## src/rtl/mac_sequencer_pkg.sv

```systemverilog
// rtl/mac_sequencer_pkg.sv - widths, mode codes, state encoding and config helpers for the MAC sequencer
package mac_sequencer_pkg;

  localparam int MAC_MIN_WIDTH  = 8;
  localparam int MAC_INT_WIDTH  = 4 * MAC_MIN_WIDTH;
  localparam int MAC_ACC_WIDTH  = 4 * MAC_MIN_WIDTH;
  localparam int MAC_CONF_WIDTH = 4;

  localparam logic [1:0] MAC_SINGLE = 2'd0;
  localparam logic [1:0] MAC_DUAL   = 2'd1;
  localparam logic [1:0] MAC_QUAD   = 2'd2;

  typedef enum logic [2:0] {
    ST_IDLE  = 3'd0,
    ST_LOAD  = 3'd1,
    ST_RUN   = 3'd2,
    ST_DRAIN = 3'd3,
    ST_DONE  = 3'd4
  } state_e;

  function automatic logic mode_ok(input logic [1:0] mode);
    return (mode == MAC_SINGLE) || (mode == MAC_DUAL) || (mode == MAC_QUAD);
  endfunction

  // conf field layout: {acc, reserved zero, mode}
  function automatic logic [MAC_CONF_WIDTH-1:0] conf_pack(input logic acc, input logic [1:0] mode);
    return {acc, 1'b0, mode};
  endfunction

endpackage

```

## src/rtl/mac_result_buf.sv

```systemverilog
// rtl/mac_result_buf.sv - one-entry valid/ready result register that holds its contents while stalled
module mac_result_buf
  import mac_sequencer_pkg::*;
(
  input  logic                     clk,
  input  logic                     rst_n,
  input  logic                     push_valid_i,
  input  logic [MAC_INT_WIDTH-1:0] push_data_i,
  input  logic                     push_last_i,
  input  logic                     push_err_i,
  input  logic                     pop_ready_i,
  output logic                     valid_o,
  output logic [MAC_INT_WIDTH-1:0] data_o,
  output logic                     last_o,
  output logic                     err_o
);

  logic                     valid_q, valid_d;
  logic [MAC_INT_WIDTH-1:0] data_q, data_d;
  logic                     last_q, last_d;
  logic                     err_q, err_d;

  // Caller only pushes when the entry is empty or being popped this cycle.
  always_comb begin
    valid_d = push_valid_i | (valid_q & ~pop_ready_i);
    data_d  = data_q;
    last_d  = last_q;
    err_d   = err_q;
    if (push_valid_i) begin
      data_d = push_data_i;
      last_d = push_last_i;
      err_d  = push_err_i;
    end
  end

  always_ff @(posedge clk or negedge rst_n) begin
    if (!rst_n) begin
      valid_q <= 1'b0;
      data_q  <= '0;
      last_q  <= 1'b0;
      err_q   <= 1'b0;
    end else begin
      valid_q <= valid_d;
      data_q  <= data_d;
      last_q  <= last_d;
      err_q   <= err_d;
    end
  end

  assign valid_o = valid_q;
  assign data_o  = data_q;
  assign last_o  = last_q;
  assign err_o   = err_q;

endmodule

```

## src/rtl/mac_sequencer.sv

```systemverilog
// rtl/mac_sequencer.sv - sequences MAC jobs: command latch, accumulator clear, operand beats, result return
module mac_sequencer
  import mac_sequencer_pkg::*;
(
  input  logic                                    clk,
  input  logic                                    rst,
  input  logic                                    cmd_valid,
  output logic                                    cmd_ready,
  input  logic [1:0]                              cmd_mode,
  input  logic                                    cmd_acc,
  input  logic [MAC_ACC_WIDTH-1:0]                cmd_init,
  input  logic [7:0]                              cmd_len,
  input  logic                                    op_valid,
  output logic                                    op_ready,
  output logic                                    mac_en,
  output logic                                    mac_clr,
  output logic [MAC_ACC_WIDTH+MAC_CONF_WIDTH-1:0] mac_cfg,
  input  logic [MAC_INT_WIDTH-1:0]                mac_c,
  output logic                                    res_valid,
  input  logic                                    res_ready,
  output logic [MAC_INT_WIDTH-1:0]                res_data,
  output logic                                    res_last,
  output logic                                    res_err,
  output logic                                    busy
);

  state_e                   state_q, state_d;
  logic [1:0]               mode_q, mode_d;
  logic                     acc_q, acc_d;
  logic [MAC_ACC_WIDTH-1:0] init_q, init_d;
  logic [7:0]               len_q, len_d;
  logic [7:0]               cnt_q, cnt_d;
  logic                     inflight_q, inflight_d;
  logic                     inflight_last_q, inflight_last_d;
  logic                     rdy_q;

  logic                     can_push;
  logic                     fire;
  logic                     push_valid;
  logic [MAC_INT_WIDTH-1:0] push_data;
  logic                     push_last;
  logic                     push_err;

  always_comb begin
    state_d         = state_q;
    mode_d          = mode_q;
    acc_d           = acc_q;
    init_d          = init_q;
    len_d           = len_q;
    cnt_d           = cnt_q;
    inflight_d      = inflight_q;
    inflight_last_d = inflight_last_q;
    op_ready        = 1'b0;
    mac_clr         = 1'b0;
    fire            = 1'b0;
    push_valid      = 1'b0;
    push_data       = mac_c;
    push_last       = inflight_last_q;
    push_err        = 1'b0;
    can_push        = ~res_valid | res_ready;
    cmd_ready       = rdy_q & (state_q == ST_IDLE);

    // A multiply-only result is taken from mac_c on the cycle after its fire;
    // while it waits for buffer space mac_en stays low, so mac_c cannot move.
    if (inflight_q && can_push) begin
      push_valid = 1'b1;
      inflight_d = 1'b0;
    end

    case (state_q)
      ST_IDLE: begin
        if (cmd_valid && cmd_ready) begin
          mode_d  = cmd_mode;
          acc_d   = cmd_acc;
          init_d  = cmd_init;
          len_d   = cmd_len;
          state_d = ST_LOAD;
        end
      end
      ST_LOAD: begin
        cnt_d = len_q;
        if (mode_ok(mode_q)) begin
          mac_clr = 1'b1;
          state_d = ST_RUN;
        end else begin
          push_valid = 1'b1;
          push_data  = '0;
          push_last  = 1'b1;
          push_err   = 1'b1;
          state_d    = ST_DONE;
        end
      end
      ST_RUN: begin
        op_ready = acc_q | can_push;
        fire     = op_valid & op_ready;
        if (fire) begin
          if (cnt_q != 8'd0) cnt_d = cnt_q - 8'd1;
          if (!acc_q) begin
            inflight_d      = 1'b1;
            inflight_last_d = (cnt_q == 8'd0);
          end
          if (cnt_q == 8'd0) state_d = acc_q ? ST_DRAIN : ST_DONE;
        end
      end
      ST_DRAIN: begin
        push_valid = 1'b1;
        push_data  = mac_c;
        push_last  = 1'b1;
        state_d    = ST_DONE;
      end
      ST_DONE: begin
        if (res_valid && res_ready && res_last) state_d = ST_IDLE;
      end
      default: state_d = ST_IDLE;
    endcase
  end

  always_ff @(posedge clk or negedge rst) begin
    if (!rst) begin
      state_q         <= ST_IDLE;
      mode_q          <= 2'd0;
      acc_q           <= 1'b0;
      init_q          <= '0;
      len_q           <= 8'd0;
      cnt_q           <= 8'd0;
      inflight_q      <= 1'b0;
      inflight_last_q <= 1'b0;
      rdy_q           <= 1'b0;
    end else begin
      state_q         <= state_d;
      mode_q          <= mode_d;
      acc_q           <= acc_d;
      init_q          <= init_d;
      len_q           <= len_d;
      cnt_q           <= cnt_d;
      inflight_q      <= inflight_d;
      inflight_last_q <= inflight_last_d;
      rdy_q           <= 1'b1;
    end
  end

  assign mac_en  = fire;
  assign mac_cfg = {init_q, conf_pack(acc_q, mode_q)};
  assign busy    = (state_q != ST_IDLE);

  mac_result_buf u_res_buf (
    .clk          (clk),
    .rst_n        (rst),
    .push_valid_i (push_valid),
    .push_data_i  (push_data),
    .push_last_i  (push_last),
    .push_err_i   (push_err),
    .pop_ready_i  (res_ready),
    .valid_o      (res_valid),
    .data_o       (res_data),
    .last_o       (res_last),
    .err_o        (res_err)
  );

endmodule

```

## config.mk

```make
export PLATFORM = sky130hd
export DESIGN_NAME = mac_sequencer
export DESIGN_NICKNAME = d
export VERILOG_FILES = /design/src/rtl/mac_sequencer_pkg.sv /design/src/rtl/mac_result_buf.sv /design/src/rtl/mac_sequencer.sv
export SDC_FILE = /design/constraint.sdc
export NUM_CORES = 1
export LEC_CHECK = 0
export ABC_AREA = 1
export CAP_MARGIN = 30
export CORE_MARGIN = 5
export CORE_UTILIZATION = 30
export CTS_BUF_LIST = sky130_fd_sc_hd__clkbuf_2
export DETAILED_ROUTE_END_ITERATION = 8
export HOLD_SLACK_MARGIN = 0.06
export PLACE_DENSITY_LB_ADDON = 0.05
export SYNTH_ARGS = -nofsm -noshare
export SYNTH_HDL_FRONTEND = slang
export SYNTH_SLANG_ARGS = --single-unit
```

## constraint.sdc

```tcl
create_clock -name clk -period 2.75 [get_ports clk]
set_clock_uncertainty 0.1 [all_clocks]
set_input_delay 0.55 -clock clk [delete_from_list [all_inputs] [get_ports clk]]
set_output_delay 0.55 -clock clk [all_outputs]
set_load 0.005 [all_outputs]
```

Yosys cells after proc, flatten, opt, wreduce, memory -nomap -nowiden --
Index checks and enable logic that the tools add are counted.
Word-level totals: bits in registers 92, word-level logic and storage cells 77
Cells by class: add/subtract/negate cells 1, equality and inequality tests 11, multiplexer cells 27, bitwise logic cells 9, reduce and logical (&&, ||, !) cells 16
Operator list (number):
- $mux W32 | 2
- $mux W3 | 6
- $mux W8 | 2
- $pmux W8 S2 | 1
- $pmux W3 S5 | 1
- $mux W1 | 13
- $logic_not A8 Y1 | 1
- $ne A2 B2 Y1 const B | 4
- $reduce_bool A8 Y1 | 1
- $sub A8 B1 Y8 const B | 1
- $eq A3 B2 Y1 const B | 2
- $reduce_and A3 Y1 | 2
- $logic_and A1 B1 Y1 | 4
- $pmux W1 S2 | 2
- $reduce_and A4 Y1 | 1
- $and A1 B1 Y1 | 3
- $eq A3 B1 Y1 const B | 1
- $eq A3 B3 Y1 const B | 1
- $logic_not A3 Y1 | 1
- $not A1 Y1 | 3
- $or A1 B1 Y1 | 3
- $reduce_bool A3 Y1 | 1
- $eq A2 B1 Y1 const B | 1
- $eq A2 B2 Y1 const B | 1
- other kinds (5) | 6

Longest topological paths before layout --
depth after elaboration 7, depth in mapped cells 10

By module --
Synthesis repeated with hierarchy kept, for this count alone.
Second synthesis, totals: cell total of the unflattened synthesis 559, area total of the unflattened synthesis 4411.7 sq um
By module, submodules not included:
- mac_sequencer | times used 1, cells an instance 411, area an instance 3036.7 sq um
- mac_result_buf | times used 1, cells an instance 148, area an instance 1375.1 sq um

Worst setup path after synthesis --
Ideal clock, no wire load.
path kind reg-to-output, start point register state_q[0], end point output op_ready, arrival time 1.005 ns, data required time 2.100 ns, path slack 1.095 ns, stages on the path, launching flop included 5, path buffers 1, cells stage by stage dfrtp_1 -> inv_2 -> nand3_2 -> buf_2 -> a31oi_1
On the way: cells in the longest elaborated chain, start to end 2
Ends and longest elaborated chain:
- from (decl) | line mac_sequencer.sv:27 | state_e state_q, state_d;
- from (signal assigned) | line mac_sequencer.sv:130 | state_q <= state_d;
- $eq A3 B2 Y1 | line mac_sequencer.sv:70 | case (state_q)
- $mux W1 | line mac_sequencer.sv:70
- to (decl) | line mac_sequencer.sv:14 | output logic op_ready,
No other way between the ends.

Worst setup path after layout --
start point register state_q[2], end point output op_ready
Same word-level chain as after synthesis.

==> impl_metrics.py <==
metrics = {
    "global_route": {
        "grt_pass1_wl_um": 20300,
        "grt_max_degree": 40,
        "grt_pass1_vias": 3984,
        "grt_overflow": 0,
        "antenna_found_initial": 1,
        "grtUsageTotal": 0.155,
    },
    "worst_setup_path": {
        "cp_max_fo": 4,
        "worstSetupStartpointType": "flip-flop",
        "timing.rr.start": "state_q[1]$_DFFE_PN0P_",
        "r2r_setup_slack_ps": 720,
        "arrival_ps": 1940,
        "worst_r2r_endpoint": "len_q[2]$_DFFE_PN0P_",
        "cp-startpoint": "state_q[2]$_DFFE_PN0P_",
        "endpoint": "op_ready",
        "worstSetupPathType": "flip-flop to primary output",
        "cp-end-kind": "primary output",
        "cp.required_ps": 2100,
        "r2r_cells": 8,
    },
    "final_layout": {
        "drive_gt1_frac": 0.0944,
        "fillers": 1418,
        "syn_to_final_growth_pct": 44.0,
        "nets": 723,
        "multi_input_area_um2": 1630,
        "register_area_um2": 2310,
    },
    "sta": {
        "setup_viol_count_final": 0,
        "setup_slack_ps": 164,
        "final-hold-violation-count": 0,
        "fin_crit_ps": 2590,
        "tightest_slew_ps": 684,
        "setup_tns_ps": 0,
        "rsz0062_at_grt": "false",
        "slew_violations": 0,
        "slew-limit-headroom": 0.542,
        "min_period_over_period": 0.940,
        "holdWs_ps": 361,
        "fmax_mhz": 387,
    },
    "routing": {
        "drc": 0,
        "wirelength_um": 12200,
        "antenna_left": 0,
        "via_per_inst": 4.60,
        "first_pass_iters": 4,
        "vias": 3804,
        "avgRoutedWirePerCell_um": 14.7,
        "drt_iter0_drc": 193,
    },
    "synthesis": {
        "netlist_instances": 490,
        "synth_fp_nets": 572,
        "synth.distinct_cells": 30,
        "yosysWarnings": 0,
        "syn_area_um2": 4190,
        "yosysSeqAreaShare": 0.550,
        "ys_seq_elements": 92,
        "avgSynthCellArea_um2": 8.54,
    },
    "hold_path": {
        "min_path_type": "primary input to asynchronous set/reset pin",
    },
    "pwr": {
        "power_mw": 6.14,
        "p_leak_nw": 2.91,
        "p_per_area_nw_per_um2": 1020,
        "peakVddDrop_v": 0.000372,
    },
    "place": {
        "portBuffers": 154,
        "dp_hpwl_um": 8630,
        "place_congestion": 0.764,
        "dp_slack_ps": 204,
    },
    "clocking": {
        "numClockSinks": 92,
        "cts_max_path_buffers": 2,
        "insertion_delay_ps": 570,
        "root_buffer": "clkbuf_2",
        "cts_tree": "built",
        "cts_made_buffers": 9,
        "clkSlewWorstSetupHoldPaths_ps": 250,
        "h-tree-depth": 3,
    },
    "status": {
        "status": "finished clean",
    },
    "floorplan": {
        "dieArea_um2": 16400,
        "io_pins": 156,
        "die_y_um": 128,
        "rows": 43,
        "initial_utilization": 0.304,
        "die_x_um": 128,
        "core_um2": 13800,
    },
    "run": {
        "max_cap_violations": 0,
    },
}
-- cell type report --
type                    count  share of cell area
diodes                      1            0.000415
clock buffers               9             0.00747
clock inverters             7              0.0110
inverters                  23              0.0147
multi-input cells         346               0.270
flip-flops and latches     92               0.382
well taps                 180              0.0374
repair buffers            169               0.277
-- cells in the final DEF (no fill, tap or decap), drive strengths merged, types with 2 or more instances in the layout --
cell and n:
a21oi 7, a31oi 2, buf 15, clkbuf 9, clkdlybuf4s50 152, clkinv 3
clkinvlp 2, conb 2, dfrtp 92, ha 2, inv 24, nand2 166
nand3 118, nor2 27, o21ai 15
-- routing by layer --
layer / vias up / track usage / wire length [um]
met5: - / 0 / 0
met4: 0 / 0.0624 / 261
met3: 17 / 0.0608 / 1110
met2: 116 / 0.239 / 5590
met1: 1787 / 0.195 / 5240
li1: 1884 / - / -
-- through the flow --
| step | instance area, um2 | std cells | utilization |
|---|---|---|---|
| 2_1_floorplan | 4190 | 490 | - |
| 3_3_place_gp | 5860 | 805 | 0.425 |
| 3_5_place_dp | 5860 | 805 | 0.425 |
| 4_1_cts | 5990 | 823 | 0.435 |
| 5_1_grt | 6030 | 827 | 0.438 |
| 6_report | 6030 | 827 | 0.438 |
-- cells in the mapped netlist (all sizes together) --
cell type,n,area share
buf,21,0.036
and3,1,0.0015
o21bai,1,0.0018
o211ai,1,0.0018
inv,23,0.021
nand2,166,0.16
a31o,1,0.0021
nand4,1,0.0015
o22ai,1,0.0015
nand3,118,0.14
conb,2,0.0018
clkbuf,8,0.0072
nor3,1,0.0012
dfrtp,92,0.55
ha,2,0.0060
a31oi,2,0.0030
o21ai,15,0.023
nor2,27,0.032
a21oi,7,0.0093
-- logic make-up (layout without fill, tap and decap cells) --
| family | Yosys count | count (layout) | synth area share |
|---|---|---|---|
| compound gates | 28 | 28 | 0.0427 |
| fa+ha+maj | 2 | 2 | 0.00598 |
| buf+inv | 52 | 208 | 0.0634 |
| flops | 92 | 92 | 0.550 |
| other cells | 2 | 3 | 0.00179 |
| simple gates | 314 | 314 | 0.336 |
-- timing repair --
action,in CTS,in global routing
hold buffers,1,0
pin swaps,0,0
buffers inserted,1,3
gates resized for setup,2,4
endpoints found under the setup margin,4,3
hold endpoints to repair,37,0
-- worst max-delay path: stages, from the launching register on --
cell and delay (ps):
dfrtp_2 510, inv_4 90, nand3_4 100, a31oi_1 150
clkdlybuf4s50_1 520
-- flip-flops by register name, summed over array words and instances (netlist names) --
name,flops
acc_q,1
cnt_q,8
inflight_last_q,1
inflight_q,1
init_q,32
len_q,8
mode_q,2
rdy_q,1
state_q,3
u_res_buf.data_o,32
u_res_buf.err_o,1
u_res_buf.last_o,1
u_res_buf.valid_o,1
-- worst min path at each step --
stage | cells past startpoint | from | to
2_1_floorplan | 0 | rst | acc_q$_DFFE_PN0P_
3_3_place_gp | 2 | init_q[29]$_DFFE_PN0P_ | init_q[29]$_DFFE_PN0P_
3_5_place_dp | 2 | init_q[3]$_DFFE_PN0P_ | init_q[3]$_DFFE_PN0P_
4_1_cts | 3 | mac_c[16] | u_res_buf.data_o[16]$_DFFE_PN0P_
5_1_grt | 3 | cmd_len[3] | len_q[3]$_DFFE_PN0P_
6_report | 2 | rst | u_res_buf.data_o[28]$_DFFE_PN0P_
-- report_power, final --
| part | internal (mW) | switching [mW] | leakage [nW] |
|---|---|---|---|
| Sequential | 1.97 | 0.364 | 1.14 |
| Clock | 0.205 | 0.478 | 0.0634 |
| Combinational | 1.59 | 1.53 | 1.71 |
No activity file was read; power rests on OpenSTA's default activity.
